[src/rtl/mem_arbiter.sv]
// N-channel arbiter that merges upstream requesters onto one memory port, one transaction at a time.
// Define MEM_ARBITER_ROUND_ROBIN_EN for round-robin selection; otherwise the lowest-indexed channel wins.
module mem_arbiter #(
  parameter  int NUM_CH  = 2,
  parameter  int ADDR_W  = 32,
  parameter  int DATA_W  = 32,
  localparam int STRB_W  = DATA_W / 8,
  localparam int GRANT_W = (NUM_CH > 1) ? $clog2(NUM_CH) : 1
) (
  input  logic                       clock,
  input  logic                       reset,
  input  logic [NUM_CH-1:0]          ch_valid,
  input  logic [NUM_CH-1:0]          ch_instr,
  input  logic [NUM_CH*ADDR_W-1:0]   ch_addr,
  input  logic [NUM_CH*DATA_W-1:0]   ch_wdata,
  input  logic [NUM_CH*STRB_W-1:0]   ch_wstrb,
  output logic [DATA_W-1:0]          ch_rdata,
  output logic [NUM_CH-1:0]          ch_ready,
  output logic                       mem_valid,
  output logic                       mem_instr,
  output logic [ADDR_W-1:0]          mem_addr,
  output logic [DATA_W-1:0]          mem_wdata,
  output logic [STRB_W-1:0]          mem_wstrb,
  input  logic [DATA_W-1:0]          mem_rdata,
  input  logic                       mem_ready,
  output logic [GRANT_W-1:0]         grant,
  output logic                       busy
);

  typedef enum logic [1:0] {
    IDLE = 2'd0,
    REQ  = 2'd1,
    RESP = 2'd2
  } state_t;

  state_t state_q, state_d;

  logic                 req_instr_q, req_instr_d;
  logic [ADDR_W-1:0]    req_addr_q, req_addr_d;
  logic [DATA_W-1:0]    req_wdata_q, req_wdata_d;
  logic [STRB_W-1:0]    req_wstrb_q, req_wstrb_d;
  logic [DATA_W-1:0]    rdata_q, rdata_d;
  logic [GRANT_W-1:0]   grant_q, grant_d;
  logic [GRANT_W-1:0]   last_grant_q, last_grant_d;
  logic [NUM_CH-1:0]    ch_ready_q, ch_ready_d;
  logic                 mem_valid_q, mem_valid_d;
  logic                 busy_q, busy_d;

  logic                 sel_found_s;
  logic [GRANT_W-1:0]   sel_idx_s;
  logic                 sel_instr_s;
  logic [ADDR_W-1:0]    sel_addr_s;
  logic [DATA_W-1:0]    sel_wdata_s;
  logic [STRB_W-1:0]    sel_wstrb_s;

`ifdef MEM_ARBITER_ROUND_ROBIN_EN
  logic [(2**GRANT_W)-1:0] valid_pad_s;
  logic [GRANT_W-1:0]      cand_s;
  logic                    hit_s;

  // Round-robin winner: first valid channel after last_grant, wrapping at NUM_CH-1.
  always_comb begin
    valid_pad_s = (2**GRANT_W)'(ch_valid);
    sel_found_s = 1'b0;
    sel_idx_s   = '0;
    cand_s      = '0;
    hit_s       = 1'b0;
    for (int k = 1; k <= NUM_CH; k++) begin
      cand_s      = GRANT_W'((int'(last_grant_q) + k) % NUM_CH);
      hit_s       = !sel_found_s && valid_pad_s[cand_s];
      sel_idx_s   = hit_s ? cand_s : sel_idx_s;
      sel_found_s = sel_found_s | hit_s;
    end
  end
`else
  // Fixed-priority winner: the lowest-indexed valid channel.
  always_comb begin
    sel_found_s = |ch_valid;
    sel_idx_s   = '0;
    for (int i = NUM_CH - 1; i >= 0; i--) begin
      sel_idx_s = ch_valid[i] ? GRANT_W'(i) : sel_idx_s;
    end
  end
`endif

  // Mux the winning channel's request fields.
  always_comb begin
    sel_instr_s = 1'b0;
    sel_addr_s  = '0;
    sel_wdata_s = '0;
    sel_wstrb_s = '0;
    for (int i = 0; i < NUM_CH; i++) begin
      sel_instr_s = (sel_idx_s == GRANT_W'(i)) ? ch_instr[i] : sel_instr_s;
      sel_addr_s  = (sel_idx_s == GRANT_W'(i)) ? ch_addr[i*ADDR_W +: ADDR_W]  : sel_addr_s;
      sel_wdata_s = (sel_idx_s == GRANT_W'(i)) ? ch_wdata[i*DATA_W +: DATA_W] : sel_wdata_s;
      sel_wstrb_s = (sel_idx_s == GRANT_W'(i)) ? ch_wstrb[i*STRB_W +: STRB_W] : sel_wstrb_s;
    end
  end

  // State register.
  always_ff @(posedge clock or negedge reset) begin
    if (!reset) begin
      state_q <= IDLE;
    end else begin
      state_q <= state_d;
    end
  end

  // Next-state logic.
  always_comb begin
    state_d = state_q;
    case (state_q)
      IDLE:    state_d = sel_found_s ? REQ : IDLE;
      REQ:     state_d = mem_ready ? RESP : REQ;
      RESP:    state_d = IDLE;
      default: state_d = IDLE;
    endcase
  end

  // Output and datapath next values; outputs are decoded from the next state so they leave registers.
  always_comb begin
    req_instr_d  = req_instr_q;
    req_addr_d   = req_addr_q;
    req_wdata_d  = req_wdata_q;
    req_wstrb_d  = req_wstrb_q;
    rdata_d      = rdata_q;
    grant_d      = grant_q;
    last_grant_d = last_grant_q;
    case (state_q)
      IDLE: begin
        if (sel_found_s) begin
          req_instr_d = sel_instr_s;
          req_addr_d  = sel_addr_s;
          req_wdata_d = sel_wdata_s;
          req_wstrb_d = sel_wstrb_s;
          grant_d     = sel_idx_s;
        end else begin
          grant_d     = grant_q;
        end
      end
      REQ: begin
        if (mem_ready) begin
          rdata_d = mem_rdata;
        end else begin
          rdata_d = rdata_q;
        end
      end
      RESP:    last_grant_d = grant_q;
      default: last_grant_d = last_grant_q;
    endcase
    mem_valid_d = (state_d == REQ);
    busy_d      = (state_d != IDLE);
    for (int i = 0; i < NUM_CH; i++) begin
      ch_ready_d[i] = (state_d == RESP) && (grant_d == GRANT_W'(i));
    end
  end

  // Datapath and output registers.
  always_ff @(posedge clock or negedge reset) begin
    if (!reset) begin
      req_instr_q  <= 1'b0;
      req_addr_q   <= '0;
      req_wdata_q  <= '0;
      req_wstrb_q  <= '0;
      rdata_q      <= '0;
      grant_q      <= '0;
      last_grant_q <= GRANT_W'(NUM_CH - 1);
      ch_ready_q   <= '0;
      mem_valid_q  <= 1'b0;
      busy_q       <= 1'b0;
    end else begin
      req_instr_q  <= req_instr_d;
      req_addr_q   <= req_addr_d;
      req_wdata_q  <= req_wdata_d;
      req_wstrb_q  <= req_wstrb_d;
      rdata_q      <= rdata_d;
      grant_q      <= grant_d;
      last_grant_q <= last_grant_d;
      ch_ready_q   <= ch_ready_d;
      mem_valid_q  <= mem_valid_d;
      busy_q       <= busy_d;
    end
  end

  assign mem_valid = mem_valid_q;
  assign mem_instr = req_instr_q;
  assign mem_addr  = req_addr_q;
  assign mem_wdata = req_wdata_q;
  assign mem_wstrb = req_wstrb_q;
  assign ch_rdata  = rdata_q;
  assign ch_ready  = ch_ready_q;
  assign grant     = grant_q;
  assign busy      = busy_q;

endmodule
[config.mk]
export PLATFORM = sky130hd
export DESIGN_NAME = mem_arbiter
export DESIGN_NICKNAME = d
export VERILOG_FILES = /design/src/rtl/mem_arbiter.sv
export SDC_FILE = /design/constraint.sdc
export NUM_CORES = 1
export LEC_CHECK = 0
export CAP_MARGIN = 10
export CELL_PAD_IN_SITES_DETAIL_PLACEMENT = 0
export CELL_PAD_IN_SITES_GLOBAL_PLACEMENT = 2
export CORE_MARGIN = 2
export CORE_UTILIZATION = 24
export DETAILED_ROUTE_END_ITERATION = 8
export GPL_TIMING_DRIVEN = 0
export PLACE_DENSITY = 0.81
export SLEW_MARGIN = 20
export SYNTH_ARGS = -nofsm -noshare
export SYNTH_HDL_FRONTEND = slang
export SYNTH_SLANG_ARGS = --single-unit
[constraint.sdc]
create_clock -name clock -period 2.1 [get_ports clock]
set_clock_uncertainty 0.05 [all_clocks]
set_input_delay 0.42 -clock clock [delete_from_list [all_inputs] [get_ports clock]]
set_output_delay 0.42 -clock clock [all_outputs]
set_load 0.05 [all_outputs]
==> impl_metrics.env <==
export IMPL_post_cts_resized=0
export IMPL_seq_area_frac_synth=0.5517
export IMPL_cts_buffers_inserted=9
export IMPL_fin_cells=879
export IMPL_grt_max_degree=56
export IMPL_critical_path_class="reg -> out"
export IMPL_max_slew_margin=0.6150
export IMPL_met1_length_mm=5.593
export IMPL_htreeDepth=3
export IMPL_place_port_buffers=280
export IMPL_setup_tns_ns=0
export IMPL_grt_overflow_total=0
export IMPL_hold_class="reg -> reg"
export IMPL_vdd_ir_drop_max_uv=742.8
export IMPL_power_w=0.01380
export IMPL_routedWlPerCell_um=15.52
export IMPL_crit_slowest_cell="clkdlybuf4s50_1"
export IMPL_cts_sinks=108
export IMPL_grt_first_pass_wirelength_mm=21.22
export IMPL_pin_count=281
export IMPL_leakage_nw=3.383
export IMPL_maxSlewViolCount=0
export IMPL_dpl_cell_count=862
export IMPL_synthToLayoutAreaGrowth_pct=71.09
export IMPL_dr_pass1_iters=3
export IMPL_finalWeightedCongestion=0.7365
export IMPL_wl_met2_mm=6.570
export IMPL_crit_chain="clkdlybuf4s50_1"
export IMPL_drtIter0Drc=43
export IMPL_final_antenna_net_count=0
export IMPL_rr_endpoint="mem_addr[21]"
export IMPL_initial_core_util=0.2437
export IMPL_crit_path_end_kind="primary output"
export IMPL_cts_root_buf="clkbuf_16"
export IMPL_dr_max_layer_used="met4"
export IMPL_setup_violations=0
export IMPL_routed_wl_mm=13.64
export IMPL_required_ns=1.63
export IMPL_multi_input_comb_area_um2=2069
export IMPL_rr_worst_depth=6
export IMPL_core_rowCount=52
export IMPL_die_area_um2=21570
export IMPL_clockBufferDepth=2
export IMPL_hold_ws_ns=0.4195
export IMPL_final_net_count=779
export IMPL_crit_arrival_ns=1.55
export IMPL_wl_met3_mm=1.293
export IMPL_antenna_found_initial=0
export IMPL_min_delay_path_depth=1
export IMPL_outcome="finished, final reports clean"
export IMPL_postCtsSetupRepairBufs=0
export IMPL_place_area_um2=8068
export IMPL_clk_latency_ns=0.34
export IMPL_worst_slew_pin_slew_ns=0.5756
export IMPL_die_h_um=146.9
export IMPL_drive_above_1_share=0.3399
export IMPL_dp_hpwl_mm=10.68
export IMPL_antennaDiodeCount=0
export IMPL_path_buf_inv=1
export IMPL_startpoint_type="flop"
export IMPL_vias_per_cell=4.077
export IMPL_hold_viol=0
export IMPL_coreArea_um2=20100
export IMPL_fin_crit_ns=2.020
export IMPL_reg2reg_slack_ns=0.29
export IMPL_syn_area_per_cell_um2=15.75
export IMPL_rsz0062_at_grt="no"
export IMPL_n_fill_cell=1857
export IMPL_reg2reg_from="state_q[1]"
export IMPL_synthesis_area_um2=4898
export IMPL_maxCapViolations=0
export IMPL_cp_slowest_stage_delay_ns=0.84
export IMPL_synth_fp_nets=486
export IMPL_syn_instance_count=311
export IMPL_yosysWarnings=0
export IMPL_final_cell_area_um2=8381
export IMPL_fp_dieW_um=146.9
export IMPL_ff_latch_area_um2=2703
export IMPL_holdCritStartpoint="grant"
export IMPL_drc=0
export IMPL_clkSlewWorstSetupHoldPaths_ns=0.07
export IMPL_crit_family="buffers and inverters"
export IMPL_yosys_cell_types_count=17
export IMPL_max_freq_mhz=495.0
export IMPL_power_density_nw_per_um2=1647
export IMPL_vias=3584
export IMPL_cts_tree="built"
export IMPL_synth_seq_cells=108
export IMPL_cp_max_fo=3
export IMPL_period_share=0.9619
export IMPL_grt_pass1_vias=3994
export IMPL_worstHoldEndpoint="ch_ready[0]"
export IMPL_track_usage=0.1254
==> cells in the mapped netlist <==
master,n,area [um^2]
mux2_2,150,1689
dfrtp_1,108,2703
mux2_4,20,300.3
buf_2,14,70.07
buf_6,4,45.04
o21ai_0,3,15.01
a21oi_1,2,10.01
a211oi_1,1,7.510
buf_4,1,7.510
inv_1,1,3.750
nand2_1,1,3.750
nand2b_1,1,6.260
nand3b_1,1,7.510
nor2_2,1,6.260
nor2b_1,1,6.260
nor4bb_1,1,10.01
o21a_1,1,7.510
==> per-stage QoR <==
step / util / setup slack [ns]
2_1_floorplan: - / 0.4145
5_1_grt: 0.4169 / 0.006417
3_5_place_dp: 0.4013 / -0.3084
3_3_place_gp: 0.3999 / -3.583
4_1_cts: 0.4169 / 0.04732
6_report: 0.4169 / 0.07998
==> logic make-up after synthesis <==
group,after synthesis,share of synthesized area
mux,170,0.4061
buf+inv,20,0.02580
simple gates,6,0.008176
flops,108,0.5517
compound gates,7,0.008174
==> final cells by class <==
cell class,instances,area share
tap,270,0.04031
clock buffer,11,0.02896
sequential,108,0.3225
inverter,1,0.0004479
clock inverter,5,0.007166
multi-input combinational,183,0.2469
buffer,19,0.01463
timing repair buffer,282,0.3391
==> per-layer routing <==
layer / up-vias / GRT usage
li1: 1705 / -
met4: 0 / 0.04223
met3: 10 / 0.04441
met5: - / 0
met2: 161 / 0.2143
met1: 1708 / 0.1468
==> registers in the layout, indices dropped and copies added, names as in the netlist <==
| signal | flops |
|---|---|
| busy | 1 |
| ch_rdata | 32 |
| ch_ready | 2 |
| grant | 1 |
| mem_addr | 32 |
| mem_instr | 1 |
| mem_valid | 1 |
| mem_wdata | 32 |
| mem_wstrb | 4 |
| state_q | 2 |
==> cells in the final DEF, fill, tap and decap left out, drive strengths merged <==
cell type,count
clkdlybuf4s50,279
mux2,170
dfrtp,108
buf,21
clkbuf,11
o21ai,3
a21oi,2
inv,2
clkinv,2
nand3b,1
nand2b,1
nor2,1
nand2,1
nor4bb,1
a211oi,1
nor2b,1
o21a,1
bufinv,1
clkinvlp,1
dlygate4sd3,1
==> power by group <==
part,leakage (nW),internal (W),switching [W],total [W]
combinational,1.97,0.00329,0.00510,0.00839
sequential,1.27,0.00314,0.000525,0.00367
clock,0.146,0.000964,0.000782,0.00175
total,3.38,0.00740,0.00640,0.0138
==> worst max-delay path by stage <==
stage / cells past startpoint / start / end / slack, ns
after floorplan: 6 / ch_valid[1] / mem_addr[21] / 0.41
after global placement: 1 / reset / ch_rdata[26] / -3.58
after detailed placement: 6 / ch_valid[1] / mem_addr[3] / -0.31
after CTS: 1 / grant / grant / 0.05
after global routing: 1 / mem_wstrb[2] / mem_wstrb[2] / 0.006
final: 1 / grant / grant / 0.08
==> what timing repair did <==
action	CTS	global route
hold buffers	1	0
endpoints found under the setup margin	0	0
hold endpoints to repair	28	0
Note: power is estimated with default switching activity, not from simulation.
